File: config.mk
export PLATFORM = sky130hd
export DESIGN_NAME = digit_serial_addsub
export DESIGN_NICKNAME = d
export VERILOG_FILES = /design/src/rtl/digit_serial_addsub.sv
export SDC_FILE = /design/constraint.sdc
export NUM_CORES = 1
export LEC_CHECK = 0
export ABC_AREA = 1
export BUFFER_PORTS_ARGS = -buffer_cell sky130_fd_sc_hd__buf_2
export CORE_MARGIN = 2
export CORE_UTILIZATION = 52
export CTS_CLUSTER_DIAMETER = 30
export CTS_CLUSTER_SIZE = 12
export DETAILED_ROUTE_END_ITERATION = 10
export PLACE_DENSITY_LB_ADDON = 0.25
export SLEW_MARGIN = 15
export SYNTH_ARGS = -nofsm -noshare
export SYNTH_HDL_FRONTEND = slang
export SYNTH_SLANG_ARGS = --single-unit
export TNS_END_PERCENT = 5
File: constraint.sdc
create_clock -name clk -period 3.4 [get_ports clk]
set_clock_uncertainty 0.2 [all_clocks]
set_input_delay 0.51 -clock clk [delete_from_list [all_inputs] [get_ports clk]]
set_output_delay 0.51 -clock clk [all_outputs]
set_load 0.03 [all_outputs]
File: src/rtl/digit_serial_addsub.sv
// Digit-serial adder/subtractor. One DIGIT-wide ripple-carry slice handles
// DIGIT bits per clock, and the carry is held in a register between digits.
// A WIDTH-bit operation takes NDIG = WIDTH/DIGIT cycles.
//
// Handshake: start is sampled only while busy=0. The done cycle counts as
// idle, so start held high during done launches the next operation with no
// gap. done is a one-cycle pulse. s/co/ovf hold their values until the next
// completion or reset. busy is the decode of the two-state FSM (IDLE/RUN).
module digit_serial_addsub #(
  parameter int WIDTH = 16,
  parameter int DIGIT = 4
) (
  input  logic             clk,
  input  logic             rst,
  input  logic             start,
  input  logic             sub,
  input  logic [WIDTH-1:0] x,
  input  logic [WIDTH-1:0] y,
  input  logic             ci,
  output logic             busy,
  output logic             done,
  output logic [WIDTH-1:0] s,
  output logic             co,
  output logic             ovf
);

  localparam int NDIG = WIDTH / DIGIT;
  localparam int CW   = (NDIG > 1) ? $clog2(NDIG) : 1;
  localparam logic [CW-1:0] LAST = CW'(NDIG - 1);

  localparam logic [0:0] IDLE = 1'b0;
  localparam logic [0:0] RUN  = 1'b1;

  logic [0:0]       state;
  logic [CW-1:0]    cnt;
  logic [WIDTH-1:0] xa;
  logic [WIDTH-1:0] yb;
  logic [WIDTH-1:0] acc;
  logic             carry;

  logic [DIGIT-1:0] xd;
  logic [DIGIT-1:0] yd;
  logic [DIGIT-1:0] sd;
  logic             cr;
  logic             c_msb_in;
  logic [WIDTH-1:0] acc_nxt;

  assign busy = (state == RUN);

  // One digit slice: ripple of DIGIT full adders fed by the carry register.
  // c_msb_in keeps the carry into the top bit of the digit; on the final
  // digit that is the carry into bit WIDTH-1, needed for overflow.
  always_comb begin
    xd       = xa[int'(cnt) * DIGIT +: DIGIT];
    yd       = yb[int'(cnt) * DIGIT +: DIGIT];
    sd       = '0;
    cr       = carry;
    c_msb_in = carry;
    for (int i = 0; i < DIGIT; i++) begin
      c_msb_in = cr;
      sd[i]    = xd[i] ^ yd[i] ^ cr;
      cr       = (xd[i] & yd[i]) | (cr & (xd[i] ^ yd[i]));
    end
    acc_nxt = acc;
    acc_nxt[int'(cnt) * DIGIT +: DIGIT] = sd;
  end

  // FSM and datapath registers. Outputs s/co/ovf only move at completion.
  always_ff @(posedge clk) begin
    if (rst) begin
      state <= IDLE;
      cnt   <= '0;
      xa    <= '0;
      yb    <= '0;
      acc   <= '0;
      carry <= 1'b0;
      done  <= 1'b0;
      s     <= '0;
      co    <= 1'b0;
      ovf   <= 1'b0;
    end else begin
      done <= 1'b0;
      case (state)
        IDLE: begin
          if (start) begin
            xa    <= x;
            yb    <= sub ? ~y : y;
            carry <= ci ^ sub;
            acc   <= '0;
            cnt   <= '0;
            state <= RUN;
          end
        end
        RUN: begin
          acc   <= acc_nxt;
          carry <= cr;
          cnt   <= cnt + 1'b1;
          if (cnt == LAST) begin
            s     <= acc_nxt;
            co    <= cr;
            ovf   <= c_msb_in ^ cr;
            done  <= 1'b1;
            cnt   <= '0;
            state <= IDLE;
          end
        end
        default: state <= IDLE;
      endcase
    end
  end

endmodule
Word-level counts from Yosys, hierarchy flattened. Cells that the tools add are included.

Register bits: 71. Input port bits: 37. Output and inout port bits: 20. Word-level logic and storage cells: 58.

Add/subtract/negate cells: 2. Equality and inequality tests: 2. Shifts and indexed selects: 4. Multiplexer cells: 13. Bitwise operators: 24. Reductions and logical operators: 3.

Operators by type and width (count): negator 4 -> 33 bit (1); variable shift 4 x 33 -> 16 bit (first input constant) (1); indexed part select 4 x 33 -> 16 bit (1); 2-to-1 mux 16 bit (2); case mux 16 bit (2 select lines) (1); indexed part select 16 x 5 -> 4 bit (2); bitwise mux 16 bit (1); NOT 16 bit (1); XOR 1 bit (10); bitwise AND 1 bit (8); 2-to-1 mux 1 bit (4); 2-to-1 mux 2 bit (2); bitwise OR 1 bit (4); case mux 1 bit (2 select lines) (2); case mux 2 bit (2 select lines) (1); AND reduction 2 bit (2); adder 2 x 1 -> 2 bit (second input constant) (1); == test 2 bit (second input constant) (1); != test 2 bit (second input constant) (1); OR reduction 2 bit (1); NOT 1 bit (1).

Depth between registers and ports, before layout.
Word-level depth: 12. Depth in mapped cells: 15. Gate-level depth less buffers: 14.

Worst setup path after synthesis. OpenSTA, ideal clock, no wires.

Kind: register to register. Start: register cnt[0]. End: register acc[15]. Library setup time: 0.132 ns. Arrival: 2.727 ns. Data required time: 3.068 ns. Path slack: 0.341 ns. Stages on the path, launching flop included: 15. Buffers on the path: 1. Clock period less this slack: 3.059 ns. Path through: dfxtp_1 buf_4 o21ai_0 o22a_1 fa_1 inv_1 fa_1 inv_1 fa_1 inv_1 fa_1 nand3_1 o21bai_1 nand2_1 a21oi_1.

Longest elaborated chain between the ends: 12. Elaborated cells between the ends (all ways): 24. Those cells by class: 1 x add/sub; 4 x shift; 2 x mux; 17 x bitwise.

Ends and longest elaborated chain: start, declared (line 35) `logic [CW-1:0] cnt;`; start signal, assigned (line 97) `cnt <= cnt + 1'b1;`; indexed part select 16 x 5 -> 4 bit (on tied branches) (line 54, 55); XOR 1 bit (line 61, 62); bitwise AND 1 bit (line 62) `cr = (xd[i] & yd[i]) | (cr & (xd[i] ^ yd[i]));`; bitwise OR 1 bit (line 62); bitwise AND 1 bit (line 62); bitwise OR 1 bit (line 62); bitwise AND 1 bit (line 62); bitwise OR 1 bit (line 62); XOR 1 bit (line 61) `sd[i] = xd[i] ^ yd[i] ^ cr;`; indexed part select 4 x 33 -> 16 bit (line 65) `acc_nxt[int'(cnt) * DIGIT +: DIGIT] = sd;`; bitwise mux 16 bit * (line 65); case mux 16 bit (2 select lines) * (line 83) `case (state)`; end signal, assigned (line 95) `acc <= acc_nxt;`; end, declared (line 38) `logic [WIDTH-1:0] acc;`.

Mark *: on every way between the ends. The rest lies on a longest branch, timed or not. A chain may end at the register's enable or synchronous reset.

Worst setup path after layout.
Start: register cnt[0]. End: register acc[7].

Same word-level chain as after synthesis.

==> reports/metrics.csv <==
metric,value,unit
drt initial violations,135,
min cycle time layout,3.10,ns
gr usage total,21.2,%
WS Path Type,reg2reg,
cell mode on critical path,fa_1,
CTS Buf Count,9,
outcome,completed,
CTS tree,built,
Post-Syn Instances,441,
vias per cell,4.99,
DP Wirelength,4870,um
Layout Nets,536,
Slowest cell on crit path,fa_1,
first-pass GRT wire length,11900,um
routed vias,2850,
total gr overflow,0,
R2R cell count,14,
asr flop ratio synth,0,%
Mapped Area,3320,um2
FMAX,322,MHz
peak supply drop,0.334,mV
routed wire length,7020,um
Post-Synth Simple-Gate Area,22.1,%
synth unique cells,29,
root buffer cell,clkbuf_8,
Compound-Gate Fraction of Synth Area,16.9,%
clock buffer depth,2,
post-route clock period utilization,91.3,%
I/O Buffers,56,
Worst Setup SP,cnt[0],
Critical Path End Type,flop,
"Req. time, crit path",3.43,ns
Critical Path Start Type,flop,
DRT Pass-1 Iters,4,
routed len/inst,12.3,um
"Setup violations, final",0,
H-Tree Depth,3,
RSZ-0062 raised after global routing,false,
Pwr Density,537,nW/um2
synth-to-layout area growth,15.1,%
cts hold-fix bufs,0,
leakage power,1.75,nW
std cell rows,29,
Initial Utilization,53.0,%
CP arrival,3.13,ns
Hold WC Path Type,in2reg,
worst setup path endpoint,acc[7],
crit path cell chain,inv_2 -> nor2_1 -> o22a_1 -> fa_1 -> inv_1 -> fa_1 -> inv_1 -> fa_1 -> inv_1 -> fa_1 -> nand3_1 -> o21bai_1 -> nand2_1 -> a21oi_1,
ANT nets after route,0,
largest family of logic cells by synthesized area,simple AND/OR/NAND/NOR gates,
reg2reg end,acc[7],
MaxCap Viol Count,0,
layout cells sized above 1,17.8,%
crit path max fanout,12,
later-pin clock latency in the skew report,0.35,ns
Die Y,84.0,um
total core area,6280,um2
syn nets,488,
Synth Area in XOR/XNOR,4.74,%
DRC,0,
post-CTS resize count,0,
relative slew slack,53.6,%
Chip Width,84.0,um
via count of the first global-routing pass,2649,
Main synth FF type,dfxtp_1,
number of synthesized flops with an enable pin,0,
Top Ports,57,
r2r setup slk,0.30,ns
multiplexer area fraction after synthesis,0,%
number of inserted diodes,0,
adder-cell share of the synthesized area,4.67,%
Worst path max stage delay,0.45,ns
largest net degree at the start of global routing,50,
postcts setup bufs,0,
cell area after layout,3820,um2
Fin. Hold Viols,0,
Final Max Slew Viols,0,
Syn Area/Cell,7.54,um2
placed cell areas,3560,um2
Routability Congestion,0.877,
Yosys reg bits,71,
initial antenna violation count,0,
CTS clock-pin slew for the worst setup and hold paths,0.08,ns
setup TNS,0,ns
Worst-Margin Slew,0.695,ns
clock sinks,71,
register area share after synthesis,42.8,%
Synth Warn #,0,
RR Startpoint,cnt[0],
die area,7050,um2
## critical path, delay by kind of cell, from the launching register on
| kind | cells | cell delay (ns) |
|---|---|---|
| AO/OA/AOI/OAI | 3 | 0.37 |
| flip-flops | 1 | 0.38 |
| AND/OR/NAND/NOR | 3 | 0.27 |
| adder cells (fa/ha/maj) | 4 | 1.38 |
| buffers and inverters | 4 | 0.37 |
## synthesized netlist by cell type, types with 8 or more instances
cell	instances	share of area (%)
dfxtp_1	71	43
nand3_1	13	2.0
inv_1	22	2.5
a21oi_1	37	5.6
o21ai_0	41	6.2
nor2_1	57	6.4
buf_6	8	2.7
o21bai_1	8	1.8
xnor2_1	16	4.2
nand2_1	114	13
## routing by layer
metal,up-vias,wire length [um],track usage (%)
met5,-,0,0
met4,0,222,12.5
met3,18,253,4.15
met2,56,3260,33.6
met1,1268,3290,26.6
li1,1508,-,-
## cells by family (layout without fill, tap and decap cells)
kind of cell | after synthesis | count (layout)
DFF | 71 | 71
adders and majority gates | 10 | 10
AOI/OAI and AO/OA | 102 | 102
and+or+nand+nor | 187 | 187
buffers and inverters | 53 | 106
xor gates and xnor gates | 18 | 18
## power breakdown
group | switching, W | total, W | internal (W)
registers | 0.0000263 | 0.000896 | 0.000869
logic | 0.000174 | 0.000283 | 0.000109
clock network | 0.000324 | 0.000874 | 0.000550
total | 0.000524 | 0.00205 | 0.00153
## through the flow
| step | std cells | total power, W | utilization [%] | hold slack (ns) | worst slack [ns] |
|---|---|---|---|---|---|
| global placement | 555 | 0.00119 | 56.7 | 0.232 | 0.288 |
| CTS | 571 | 0.00207 | 60.9 | 0.191 | 0.149 |
| global route | 571 | 0.00214 | 60.9 | 0.216 | 0.0326 |
| detailed placement | 555 | 0.00120 | 56.7 | 0.234 | 0.177 |
| floorplan | 441 | 0.00113 | - | 0.239 | 0.341 |
| finish | 571 | 0.00205 | 60.9 | 0.204 | 0.295 |
## worst min path at each step
| stage | start | to | slack, ns | cells after the start |
|---|---|---|---|---|
| 4_1_cts | x[13] | xa[13] | 0.19 | 3 |
| 3_5_place_dp | s[6] | s[6] | 0.23 | 2 |
| 2_1_floorplan | acc[1] | acc[1] | 0.24 | 2 |
| 5_1_grt | x[13] | xa[13] | 0.22 | 3 |
| 3_3_place_gp | s[12] | s[12] | 0.23 | 2 |
| 6_report | x[0] | xa[0] | 0.20 | 3 |
## area by class of cell
class	count	area, um2
Clock buffer	12	165
Clock inverter	4	98.8
Fill cell	600	2450
Inverter	29	114
Multi-Input combinational cell	317	1610
Sequential cell	71	1420
Tap cell	77	96.3
Timing Repair Buffer	61	318
## sequential cells by signal, indices dropped and copies added (netlist names)
name   cells
acc       16
carry      1
yb        16
xa        16
ovf        1
cnt        2
busy       1
s         16
done       1
co         1
## placed cells by master, fill, tap and decap left out, drive strengths merged
cell	netlist	routed
buf	21	61
o22a	2	2
o21bai	8	8
nor2	58	58
clkinv	2	2
inv	27	28
fa	4	4
or2	1	1
nand3	13	13
ha	6	6
clkbuf	3	12
xor2	2	2
o22ai	4	4
bufinv	0	3
o211a	1	1
a21oi	37	37
xnor2	16	16
a22o	3	3
o21ai	46	46
dfxtp	71	71
nand2	115	115
a31oi	1	1
No activity file was read; power rests on OpenSTA's default activity.
